$ cat config.mk
export PLATFORM = sky130hd
export DESIGN_NAME = gestor_solicitudes
export DESIGN_NICKNAME = d
export VERILOG_FILES = /design/src/rtl/ascensor_pkg.sv /design/src/rtl/sincronizador_botones.sv /design/src/rtl/gestor_solicitudes.sv
export SDC_FILE = /design/constraint.sdc
export NUM_CORES = 1
export LEC_CHECK = 0
export BUFFER_PORTS_ARGS = -buffer_cell sky130_fd_sc_hd__buf_2
export CORE_MARGIN = 2
export CORE_UTILIZATION = 45
export DETAILED_ROUTE_END_ITERATION = 8
export GPL_ROUTABILITY_DRIVEN = 0
export GPL_TIMING_DRIVEN = 1
export HOLD_SLACK_MARGIN = 0.06
export PLACE_DENSITY = 0.78
export SYNTH_ARGS = -nofsm -noshare
export SYNTH_HDL_FRONTEND = slang
export SYNTH_SLANG_ARGS = --single-unit
$ cat constraint.sdc
create_clock -name clk -period 1.4 [get_ports clk]
set_input_delay 0.07 -clock clk [delete_from_list [all_inputs] [get_ports clk]]
set_output_delay 0.07 -clock clk [all_outputs]
set_load 0.02 [all_outputs]
$ cat src/rtl/ascensor_pkg.sv
// Shared definitions between the request manager and the elevator algorithm FSM:
// request bit map, estado field positions, door states and served-request masks.
package ascensor_pkg;

    localparam int NUM_BOTONES = 10;

    localparam int LLAMA_P1  = 0;
    localparam int BAJA_P2   = 1;
    localparam int SUBE_P2   = 2;
    localparam int BAJA_P3   = 3;
    localparam int SUBE_P3   = 4;
    localparam int LLAMA_P4  = 5;
    localparam int CABINA_P1 = 6;
    localparam int CABINA_P2 = 7;
    localparam int CABINA_P3 = 8;
    localparam int CABINA_P4 = 9;

    localparam int EST_MOV      = 3;
    localparam int EST_DIR      = 2;
    localparam int EST_PISO_MSB = 1;
    localparam int EST_PISO_LSB = 0;

    typedef enum logic {
        CERRADA = 1'b0,
        ABIERTA = 1'b1
    } puerta_t;

    // Requests satisfied by stopping at floor f while travelling in direction dir.
    function automatic logic [NUM_BOTONES-1:0] mascara_servida(input logic [1:0] f,
                                                               input logic       dir);
        logic [NUM_BOTONES-1:0] m;
        m = '0;
        case (f)
            2'd0: begin
                m[CABINA_P1] = 1'b1;
                m[LLAMA_P1]  = 1'b1;
            end
            2'd1: begin
                m[CABINA_P2] = 1'b1;
                if (dir) m[SUBE_P2] = 1'b1;
                else     m[BAJA_P2] = 1'b1;
            end
            2'd2: begin
                m[CABINA_P3] = 1'b1;
                if (dir) m[SUBE_P3] = 1'b1;
                else     m[BAJA_P3] = 1'b1;
            end
            default: begin
                m[CABINA_P4] = 1'b1;
                m[LLAMA_P4]  = 1'b1;
            end
        endcase
        return m;
    endfunction

    function automatic logic [NUM_BOTONES-1:0] mascara_piso(input logic [1:0] f);
        return mascara_servida(f, 1'b0) | mascara_servida(f, 1'b1);
    endfunction

endpackage

$ cat src/rtl/sincronizador_botones.sv
// Two-flop synchroniser plus rising-edge detect; emits one registered pulse per press.
// Edge sampled at clock n gives a pulse after edge n+2; edges in the first cycles after reset are masked.
module sincronizador_botones #(
    parameter int N = 10
) (
    input  logic         clk,
    input  logic         rst,
    input  logic [N-1:0] botones_i,
    output logic [N-1:0] pulso_o
);

    logic [N-1:0] sinc1_q, sinc1_d;
    logic [N-1:0] sinc2_q, sinc2_d;
    logic [N-1:0] prev_q,  prev_d;
    logic [N-1:0] pulso_q, pulso_d;
    logic [1:0]   arm_q,   arm_d;
    logic         armado;

    // Until prev_q holds a genuinely sampled level, a button held through reset
    // would look like a rising edge; those comparisons are suppressed.
    assign armado = (arm_q == 2'd3);

    always_comb begin
        sinc1_d = botones_i;
        sinc2_d = sinc1_q;
        prev_d  = sinc2_q;
        arm_d   = armado ? arm_q : arm_q + 2'd1;
        pulso_d = armado ? (sinc2_q & ~prev_q) : '0;
    end

    always_ff @(posedge clk or posedge rst) begin
        if (rst) begin
            sinc1_q <= '0;
            sinc2_q <= '0;
            prev_q  <= '0;
            pulso_q <= '0;
            arm_q   <= '0;
        end else begin
            sinc1_q <= sinc1_d;
            sinc2_q <= sinc2_d;
            prev_q  <= prev_d;
            pulso_q <= pulso_d;
            arm_q   <= arm_d;
        end
    end

    assign pulso_o = pulso_q;

endmodule

$ cat src/rtl/gestor_solicitudes.sv
// Latches button presses into the request vector, clears served requests and runs the door timer.
// Press sampled at edge n appears in s after edge n+3; esperar rises the cycle after the open decision.
module gestor_solicitudes
    import ascensor_pkg::*;
#(
    parameter int T_PUERTA = 50,
    parameter int CNT_W    = $clog2(T_PUERTA)
) (
    input  logic                   clk,
    input  logic                   reset,
    input  logic [NUM_BOTONES-1:0] botones,
    input  logic [3:0]             estado,
    input  logic                   obstruida,
    output logic [NUM_BOTONES-1:0] s,
    output logic                   esperar
);

    localparam logic [CNT_W-1:0] CNT_RECARGA = CNT_W'(T_PUERTA - 1);

    logic [NUM_BOTONES-1:0] pulso;

    puerta_t                puerta_q, puerta_d;
    logic [CNT_W-1:0]       cnt_q,    cnt_d;
    logic [NUM_BOTONES-1:0] s_q,      s_d;
    logic                   prev_mov_q, prev_mov_d;

    logic [NUM_BOTONES-1:0] m_serv;
    logic [NUM_BOTONES-1:0] m_piso;
    logic [NUM_BOTONES-1:0] limpiar;
    logic                   moviendo;
    logic                   llegada;

    sincronizador_botones #(
        .N (NUM_BOTONES)
    ) u_sinc (
        .clk       (clk),
        .rst       (reset),
        .botones_i (botones),
        .pulso_o   (pulso)
    );

    assign moviendo = estado[EST_MOV];
    assign llegada  = prev_mov_q & ~moviendo;
    assign m_serv   = mascara_servida(estado[EST_PISO_MSB:EST_PISO_LSB], estado[EST_DIR]);
    assign m_piso   = mascara_piso(estado[EST_PISO_MSB:EST_PISO_LSB]);

    always_comb begin
        puerta_d   = puerta_q;
        cnt_d      = cnt_q;
        s_d        = s_q;
        limpiar    = '0;
        prev_mov_d = moviendo;

        case (puerta_q)
            CERRADA: begin
                // Arrival wins over the idle-floor rule; the idle rule also covers reversal.
                if (llegada) begin
                    limpiar  = m_serv;
                    puerta_d = ABIERTA;
                    cnt_d    = CNT_RECARGA;
                end else if (!moviendo && |(s_q & m_piso)) begin
                    limpiar  = m_piso;
                    puerta_d = ABIERTA;
                    cnt_d    = CNT_RECARGA;
                end
                s_d = (s_q | pulso) & ~limpiar;
            end
            ABIERTA: begin
                // Presses for the current floor are absorbed as a door-hold request.
                s_d = s_q | (pulso & ~m_piso);
                if (|(pulso & m_piso) || obstruida) begin
                    cnt_d = CNT_RECARGA;
                end else if (cnt_q == '0) begin
                    puerta_d = CERRADA;
                end else begin
                    cnt_d = cnt_q - 1'b1;
                end
            end
        endcase
    end

    always_ff @(posedge clk or posedge reset) begin
        if (reset) begin
            puerta_q   <= CERRADA;
            cnt_q      <= '0;
            s_q        <= '0;
            prev_mov_q <= 1'b0;
        end else begin
            puerta_q   <= puerta_d;
            cnt_q      <= cnt_d;
            s_q        <= s_d;
            prev_mov_q <= prev_mov_d;
        end
    end

    assign s       = s_q;
    assign esperar = (puerta_q == ABIERTA);

endmodule

==> impl_metrics.json, run 1 <==
{
  "outcome": "complete, but fails checks",
  "violations": "setup timing",
  "path_clk_slew_ps": 60,
  "start_util": 0.467,
  "reg2reg_depth": 4,
  "ios": 28,
  "yosys_warnings": 0,
  "worst-path-max-fanout": 4,
  "layout.nets": 263,
  "synth_flop_cell": "dfrtp_1",
  "antenna_found_initial": 0,
  "synth_cell_types": 37,
  "clk_latency_ps": 330,
  "grt_pass1_vias": 1605,
  "vdd_drop_max_v": 0.000817,
  "drt_wl_total_um": 4530,
  "cp-end-kind": "register",
  "clock_path_buffers": 2,
  "criticalPathCategory": "reg2reg",
  "setup_viol": 5,
  "yosysTopAreaCell": "dfrtp_1",
  "final_cells": 316,
  "grt_max_degree": 61,
  "syn_avg_cell_area_um2": 13.2,
  "grt_pass1_wl_um": 7090,
  "drt_first_pass_iters": 4,
  "hold_path.startpoint": "estado[2]",
  "finalWorstSetupSlack_ps": -109,
  "wl_per_cell_um": 14.3,
  "rrSetupSlack_ps": -110,
  "synth_enable_flop_cells": 0,
  "r2r_end": "cnt_q[5]",
  "die_w_um": 74.0,
  "via_per_inst": 4.96,
  "final.period_utilization": 1.08,
  "cts_inserted_buffers": 9,
  "coreArea_um2": 4720,
  "synth_area_um2": 2210,
  "layout.cell_area.non_filler_um2": 3180,
  "ant_nets": 0,
  "powerDensity_nw_per_um2": 1400,
  "use_met1": 0.199,
  "antenna_cells": 0,
  "drv_cap": 0,
  "use_met2": 0.310,
  "yosysSeqAreaShare": 0.680,
  "worst_setup_path_start_kind": "register",
  "first_iter_violations": 73,
  "synth_fp_nets": 186,
  "finClkSkew_ps": 7.50,
  "via_count": 1568,
  "utilization": 0.673,
  "whs_endpoint": "s[3]",
  "clock-sinks": 60,
  "cp.arrival_ps": 1720,
  "syn-instance-count": 167,
  "grt_busiest_layer": "met2",
  "drc": 0,
  "max_freq_mhz": 663,
  "rsz0062_at_grt": "true",
  "placed_cells": 285,
  "worst_slew_pin_slew_ps": 489,
  "finalHoldViolations": 0,
  "drive_above_1_share": 0.454,
  "use_met3": 0.0678,
  "grt-ovfl-total": 0,
  "areaGrowthSynthToFinish_pct": 44.0,
  "portBuffers": 27,
  "grt_usage": 0.179,
  "cp.required_ps": 1610,
  "report.final.slew_viol_count": 0,
  "hold_class": "in2reg",
  "p_leak_nw": 1.37,
  "ys_ff_latch": 60,
  "htreeDepth": 3,
  "min_path_cells": 3,
  "synth_most_common_cell": "dfrtp_1",
  "finalPower_w": 0.00447,
  "synth_common_cells": "60 x dfrtp_1, 12 x a21oi_1, 10 x nor2_1, 9 x and3b_1, 9 x nor3_1",
  "relSlewSlack": 0.673,
  "netlist_top_cells_area": "dfrtp_1 68%, and3b_1 3.6%, a21oi_1 2.7%",
  "synthArstFlopShare": 1.00,
  "root_buffer": "clkbuf_8",
  "placed_area_um2": 2670,
  "place_ws_ps": -109,
  "dp_hpwl_um": 2830,
  "rr_startpoint": "cnt_q[0]",
  "cts_tree": "built",
  "synth_top_area_share": 0.680,
  "fin_crit_ps": 1510,
  "die_h_um": 74.0,
  "design.die.area_um2": 5480,
  "placementRows": 25
}
[repair_timing]
| action | 4_1_cts | 5_1_grt |
|---|---|---|
| hold buffers | 12 | 0 |
| endpoints found under the hold margin | 71 | 0 |
| pin swaps | 3 | 4 |
| setup buffers | 0 | 3 |
| gates cloned | 0 | 0 |
| endpoints found under the setup margin | 11 | 16 |
| resized for setup | 9 | 13 |
[report_power, final]
group	switching [W]	internal [W]
sequential	0.0000601	0.00183
combinational	0.000327	0.000387
clock	0.000631	0.00122
[cell usage in the layout (no fill, tap or decap), types with 2 or more instances in the layout]
cell type      count
or3_4              3
nand2_1            5
clkinv_2           2
nor4_2             2
a21o_2             2
clkbuf_8          10
nand3b_1           3
a31oi_2            2
o31ai_1            2
and3b_1            9
o22ai_1            2
a211oi_2           3
nor3_2             3
nor2b_1            2
o22a_2             2
inv_1              4
nor2_1             8
buf_2             27
a211o_1            2
dfrtp_2            7
buf_4             28
a31oi_1            6
nor4b_4            2
dfrtp_1           53
a21oi_1           12
dlygate4sd3_1     12
nand2b_1           3
bufinv_16          3
nor3_1             6
[state kept, by name (all words and copies together) (netlist names)]
| name | flops |
|---|---|
| s | 10 |
| esperar | 1 |
| u_sinc.sinc1_q | 10 |
| u_sinc.pulso_o | 10 |
| u_sinc.prev_d | 10 |
| u_sinc.prev_q | 10 |
| u_sinc.arm_q | 2 |
| prev_mov_q | 1 |
| cnt_q | 6 |
[critical path: stages, from the launching register on]
cell and delay (ps):
dfrtp_1 400, or3_4 420, or3_4 340, a211oi_2 140, o22ai_1 90
[cell families (layout without fill, tap and decap cells)]
| group | Yosys count | in the layout | share of synthesized area |
|---|---|---|---|
| buffers and inverters | 9 | 91 | 0.0193 |
| DFF | 60 | 60 | 0.680 |
| and+or+nand+nor | 56 | 56 | 0.152 |
| xor gates and xnor gates | 1 | 1 | 0.00397 |
| muxes | 1 | 1 | 0.00510 |
| adders and majority gates | 2 | 2 | 0.0113 |
| AOI/OAI and AO/OA | 38 | 38 | 0.128 |
[through the flow]
step	hold slack (ps)	TNS, ps
after floorplan	101	-55.6
after global placement	167	-244
after detailed placement	172	-472
after CTS	64.2	-236
after global routing	94.1	-611
final	83.3	-273
[worst max-delay path by stage]
stage | from | endpoint | depth (start not counted)
2_1_floorplan | cnt_q[1] | cnt_q[5] | 4
3_3_place_gp | cnt_q[1] | cnt_q[4] | 5
3_5_place_dp | cnt_q[1] | cnt_q[5] | 4
4_1_cts | cnt_q[1] | cnt_q[5] | 4
5_1_grt | cnt_q[0] | cnt_q[5] | 4
6_report | cnt_q[0] | cnt_q[5] | 4
[per-layer routing]
metal	up-vias	part of all wire	wire length (um)
met5	-	0	0
met4	0	0.019	86
met3	9	0.047	214
met2	35	0.52	2380
met1	762	0.41	1850
li1	762	-	-
[layout make-up]
cell class                      instances  area, um2
Multi-Input combinational cell         98        821
Sequential cell                        60       1510
Timing Repair Buffer                   69        497
Inverter                                6       26.3
Fill cell                             343       1540
Clock buffer                           11        141
Tap cell                               67       83.8
Clock inverter                          5        100
Note: power is estimated with default switching activity, not from simulation.
==> inputs of run 2 (changes only) <==
--- a/config.mk
+++ b/config.mk
@@ -5,14 +5,14 @@
 export SDC_FILE = /design/constraint.sdc
 export NUM_CORES = 1
 export LEC_CHECK = 0
-export BUFFER_PORTS_ARGS = -buffer_cell sky130_fd_sc_hd__buf_2
 export CORE_MARGIN = 2
 export CORE_UTILIZATION = 45
 export DETAILED_ROUTE_END_ITERATION = 8
+export DONT_BUFFER_PORTS = 1
 export GPL_ROUTABILITY_DRIVEN = 0
 export GPL_TIMING_DRIVEN = 1
 export HOLD_SLACK_MARGIN = 0.06
-export PLACE_DENSITY = 0.78
+export PLACE_DENSITY = 0.73
 export SYNTH_ARGS = -nofsm -noshare
 export SYNTH_HDL_FRONTEND = slang
 export SYNTH_SLANG_ARGS = --single-unit
==> run 2 against run 1 <==
The flow still finishes with violations (setup timing). Register-to-register slack about the same. First-iteration DRC count increased by 38%. Non-clock buffer count decreased by 25. Combinational power decreased by 6.3%. Flip-flop and latch count unchanged. Routed wire length increased by 4.8%. Setup slack got worse by 5.5 ps. Critical path depth unchanged.
==> impl_metrics.json, run 2 (synthesis gave the netlist of run 1 again) <==
{
  "drt_first_pass_iters": 4,
  "cts_tree": "built",
  "fin_crit_ps": 1510,
  "placed_area_um2": 2520,
  "cts_inserted_buffers": 9,
  "max_freq_mhz": 660,
  "r2r_end": "cnt_q[5]",
  "rsz0062_at_grt": "true",
  "drive_above_1_share": 0.357,
  "ios": 28,
  "path_clk_slew_ps": 70,
  "layout.cell_area.non_filler_um2": 2980,
  "grt_pass1_vias": 1637,
  "grt_pass1_wl_um": 7800,
  "placed_cells": 256,
  "ant_nets": 0,
  "finalSetupTns_ps": -283,
  "grt_max_degree": 38,
  "final_cell_mix": "54 x dfrtp_1, 27 x buf_4, 16 x dlygate4sd3_1, 12 x a21oi_1, 10 x clkbuf_8",
  "final_common_cell": "dfrtp_1",
  "grt_usage": 0.194,
  "finalPower_w": 0.00395,
  "reg2reg_depth": 4,
  "drc": 0,
  "placementRows": 25,
  "clk_latency_ps": 330,
  "grt-ovfl-total": 0,
  "layout.nets": 238,
  "die_w_um": 74.0,
  "p_leak_nw": 1.26,
  "finalWorstSetupSlack_ps": -114,
  "finalHoldViolations": 0,
  "coreArea_um2": 4720,
  "final.period_utilization": 1.08,
  "worst-path-max-fanout": 3,
  "clock-sinks": 60,
  "cp.required_ps": 1600,
  "vdd_drop_max_v": 0.000867,
  "min_path_cells": 3,
  "rr_startpoint": "cnt_q[1]",
  "worst_setup_path_start_kind": "register",
  "dp_hpwl_um": 3060,
  "violations": "setup timing",
  "htreeDepth": 3,
  "whs_endpoint": "s[7]",
  "report.final.slew_viol_count": 0,
  "drt_wl_total_um": 4750,
  "antenna_found_initial": 0,
  "first_iter_violations": 101,
  "start_util": 0.467,
  "root_buffer": "clkbuf_8",
  "design.die.area_um2": 5480,
  "final_cells": 291,
  "worst_slew_pin_slew_ps": 549,
  "clock_path_buffers": 2,
  "via_count": 1564,
  "areaGrowthSynthToFinish_pct": 35.0,
  "criticalPathCategory": "reg2reg",
  "outcome": "complete, but fails checks",
  "relSlewSlack": 0.633,
  "via_per_inst": 5.37,
  "cp-end-kind": "register",
  "drv_cap": 0,
  "finClkSkew_ps": 11.6,
  "hold_path.startpoint": "estado[0]",
  "antenna_cells": 0,
  "hold_class": "in2reg",
  "cp.arrival_ps": 1720,
  "setup_viol": 6,
  "portBuffers": 0,
  "powerDensity_nw_per_um2": 1320,
  "wl_per_cell_um": 16.3,
  "rrSetupSlack_ps": -110,
  "die_h_um": 74.0
}
-- run 2: worst max path at each step --
stage / start / to / slack [ps] / cells past startpoint
global placement: cnt_q[1] / cnt_q[5] / -70 / 4
floorplan: cnt_q[1] / cnt_q[5] / -50 / 4
detailed placement: u_sinc.pulso_o[3] / cnt_q[0] / -130 / 4
global route: cnt_q[1] / cnt_q[5] / -160 / 4
finish: cnt_q[1] / cnt_q[5] / -110 / 4
CTS: cnt_q[1] / cnt_q[5] / -110 / 4
-- run 2: layer usage --
metal / global-route usage / vias up / routed length, um
met5: 0 / - / 0
met4: 0.0990 / 0 / 98
met3: 0.0705 / 12 / 307
li1: - / 713 / -
met1: 0.219 / 776 / 1810
met2: 0.325 / 63 / 2530
-- run 2: layout make-up --
cell class	count	area, um2
Timing Repair Buffer	44	383
Inverter	6	26.3
Tap cell	67	83.8
Fill cell	361	1740
Clock buffer	10	138
Sequential cell	60	1510
Multi-Input combinational cell	98	793
Clock inverter	6	46.3
-- run 2: power by group --
group	switching (W)	internal (W)	total, W
logic	0.000313	0.000356	0.000669
registers	0.0000551	0.00183	0.00189
clock network	0.000689	0.000701	0.00139
total	0.00106	0.00289	0.00395
-- run 2: metrics by stage --
step | util | setup slack [ps] | hold WS [ps]
after detailed placement | 0.534 | -127 | 23.2
after CTS | 0.620 | -112 | 74.1
after global routing | 0.631 | -162 | 127
final | 0.631 | -114 | 87.6
after floorplan | - | -53.7 | 101
after global placement | 0.534 | -66.1 | 1.85
-- run 2: worst max-delay path: stages, from the launching register on --
cell and delay, ps:
dfrtp_1 390, or3_4 400, or3_1 360, a211oi_2 160, o22ai_1 90
-- run 2: what timing repair did --
item                                    in CTS  in global routing
endpoints found under the hold margin       81                  0
endpoints found under the setup margin      15                 17
gates resized for setup                      9                  7
setup buffers                                1                  2
pin swaps                                    2                  2
hold buffers                                16                  0
==> inputs of run 3 (changes only) <==
--- a/config.mk
+++ b/config.mk
@@ -5,6 +5,7 @@
 export SDC_FILE = /design/constraint.sdc
 export NUM_CORES = 1
 export LEC_CHECK = 0
+export ABC_AREA = 1
 export CORE_MARGIN = 2
 export CORE_UTILIZATION = 45
 export DETAILED_ROUTE_END_ITERATION = 8
==> run 3 against run 2 <==
The run still ends with setup timing left. Design area rose by 3.6%. Routed wire length decreased by 4.1%. Via count up 7.9%. Cell count is 27% higher. Critical path type unchanged. Critical endpoint is now cnt_q[2]. Largest power group is now the clock network. Highest routed layer unchanged.
==> impl_metrics.json, run 3 <==
{
  "portBuffers": 0,
  "synth_flop_cell": "dfrtp_1",
  "drc": 0,
  "vdd_drop_max_v": 0.00103,
  "layout.cell_area.non_filler_um2": 3090,
  "clock_path_buffers": 2,
  "yosysTopAreaCell": "dfrtp_1",
  "swShare": 0.213,
  "synth_fp_nets": 260,
  "final_common_cell": "dfrtp_1",
  "cp.arrival_ps": 1660,
  "drt_wl_total_um": 4550,
  "layout.nets": 315,
  "coreArea_um2": 5040,
  "outcome": "complete, but fails checks",
  "cts_tree": "built",
  "cp.required_ps": 1620,
  "rr_startpoint": "u_sinc.pulso_o[9]",
  "placed_area_um2": 2570,
  "cts_inserted_buffers": 9,
  "final_cell_mix": "59 x dfrtp_1, 53 x nand2_1, 37 x nor2_1, 31 x inv_1, 29 x buf_4",
  "antenna_cells": 0,
  "clock-sinks": 60,
  "regArea_um2": 1500,
  "report.final.slew_viol_count": 0,
  "utilization": 0.612,
  "rsz0062_at_grt": "true",
  "ios": 28,
  "first_iter_violations": 159,
  "p_sw_w": 0.000859,
  "max_freq_mhz": 696,
  "yosysSeqAreaShare": 0.645,
  "final.period_utilization": 1.03,
  "finalWorstSetupSlack_ps": -37.4,
  "synthArstFlopShare": 1.00,
  "finClkSkew_ps": 5.29,
  "worst-path-max-fanout": 5,
  "n_fill_cell": 401,
  "whs_endpoint": "s[7]",
  "syn_avg_cell_area_um2": 9.66,
  "start_util": 0.462,
  "synth_top_area_share": 0.645,
  "criticalPathCategory": "reg2reg",
  "drive_above_1_share": 0.236,
  "synth_common_cells": "60 x dfrtp_1, 55 x nand2_1, 40 x nor2_1, 35 x inv_1, 10 x o21ai_0",
  "via_per_inst": 4.55,
  "p_comb_frac": 0.072,
  "placementRows": 26,
  "worst_setup_path_start_kind": "register",
  "violations": "setup timing",
  "rrSetupSlack_ps": -40,
  "whs_ps": 83.0,
  "worst_slew_pin_slew_ps": 409,
  "areaGrowthSynthToFinish_pct": 32.6,
  "setup_viol": 4,
  "htreeDepth": 3,
  "fin_crit_ps": 1440,
  "ys_ff_latch": 60,
  "die_w_um": 75.9,
  "powerDensity_nw_per_um2": 1310,
  "min_path_cells": 4,
  "hold_class": "in2reg",
  "p_int_w": 0.00317,
  "root_buffer": "clkbuf_8",
  "drv_cap": 0,
  "clock_power_share": 0.470,
  "syn-instance-count": 241,
  "p_leak_nw": 1.51,
  "grt-ovfl-total": 0,
  "netlist_top_cells_area": "dfrtp_1 65%, nand2_1 8.9%, nor2_1 6.5%",
  "synth_area_um2": 2330,
  "power_frac_seq": 0.458,
  "finalHoldViolations": 0,
  "relSlewSlack": 0.727,
  "ant_nets": 0,
  "grt_pass1_wl_um": 7670,
  "die_h_um": 75.9,
  "synth_most_common_cell": "dfrtp_1",
  "cp-end-kind": "register",
  "grt_max_degree": 31,
  "design.die.area_um2": 5760,
  "drt_first_pass_iters": 5,
  "grt_pass1_vias": 1723,
  "yosys_warnings": 0,
  "via_count": 1688,
  "multi_input_area_um2": 719,
  "synth_cell_types": 24,
  "synth_enable_flop_cells": 0,
  "r2r_end": "cnt_q[2]",
  "wl_per_cell_um": 12.3,
  "grt_usage": 0.172,
  "dp_hpwl_um": 2970,
  "reg2reg_depth": 9,
  "final_cells": 371,
  "hold_path.startpoint": "estado[1]",
  "clk_latency_ps": 330,
  "path_clk_slew_ps": 70,
  "placed_cells": 331,
  "antenna_found_initial": 0
}
run 3: cell types whose count changed after synthesis, sizes merged, moves of 4 or more:
cell and change:
nor3 -10, nor2 +32, nand3 +8, o21ai +14
nand2 +51, and3b -9, inv +30, or3 -4
nand4 +5, a21oi -8, nand2b -4, a31oi -8
run 3: cell families (layout without fill, tap and decap cells):
family	count (synthesis)	after routing	synth area share
compound gates	20	20	0.0516
xor+xnor	4	4	0.0151
flops	60	60	0.645
simple gates	115	116	0.205
mux	1	1	0.00484
buf+inv	39	98	0.0677
fa+ha+maj	2	2	0.0108
run 3: critical path: stages, from the launching register on:
cell and delay (ps):
dfrtp_1 400, inv_1 90, nand2_1 80, nand2_1 70
nand3_2 80, nor2_2 120, nand3b_1 170, nand2_4 150
buf_6 120, o21ai_2 50
run 3: how the worst max path moves through the flow:
stage                      start        to  depth (start not counted)
2_1_floorplan            esperar  cnt_q[3]                          9
3_3_place_gp   u_sinc.pulso_o[0]  cnt_q[0]                          7
3_5_place_dp   u_sinc.pulso_o[0]  cnt_q[0]                          7
4_1_cts        u_sinc.pulso_o[5]  cnt_q[2]                          9
5_1_grt        u_sinc.pulso_o[5]  cnt_q[1]                          9
6_report       u_sinc.pulso_o[9]  cnt_q[2]                          9
run 3: metal layers:
layer / part of all wire / track usage / routed length (um) / vias to the layer above
li1: - / - / - / 844
met1: 0.43 / 0.200 / 1970 / 800
met2: 0.52 / 0.291 / 2350 / 40
met3: 0.039 / 0.0464 / 178 / 4
met4: 0.013 / 0.0927 / 59 / 0
met5: 0 / 0 / 0 / -
run 3: power by group through the flow:
stage / clock network (W) / logic [W] / registers, W
after global placement: 0 / 0.000205 / 0.00187
after detailed placement: 0 / 0.000210 / 0.00188
after CTS: 0.00193 / 0.000276 / 0.00184
after floorplan: 0 / 0.000156 / 0.00186
after global routing: 0.00200 / 0.000325 / 0.00185
final: 0.00189 / 0.000291 / 0.00184
run 3: area by class of cell:
| class | instances | share of cell area |
|---|---|---|
| clock buffer | 10 | 0.0446 |
| clock inverter | 6 | 0.0361 |
| inverter | 36 | 0.0450 |
| multi-input combinational | 143 | 0.233 |
| sequential | 60 | 0.487 |
| tap | 70 | 0.0284 |
| timing repair buffer | 46 | 0.126 |
run 3: timing repair:
item / 4_1_cts / 5_1_grt
gates cloned: 1 / 0
buffers inserted: 6 / 1
endpoints found under the setup margin: 5 / 11
endpoints found under the hold margin: 79 / 0
gates resized for setup: 7 / 11
hold buffers: 16 / 0
pin swaps: 5 / 5
run 3: metrics by stage:
stage	total power [W]	setup WS (ps)	setup TNS (ps)
2_1_floorplan	0.00202	26.7	0
3_3_place_gp	0.00207	-20.6	-59.3
3_5_place_dp	0.00209	-58.9	-212
4_1_cts	0.00405	0.272	0
5_1_grt	0.00418	-167	-948
6_report	0.00403	-37.4	-127
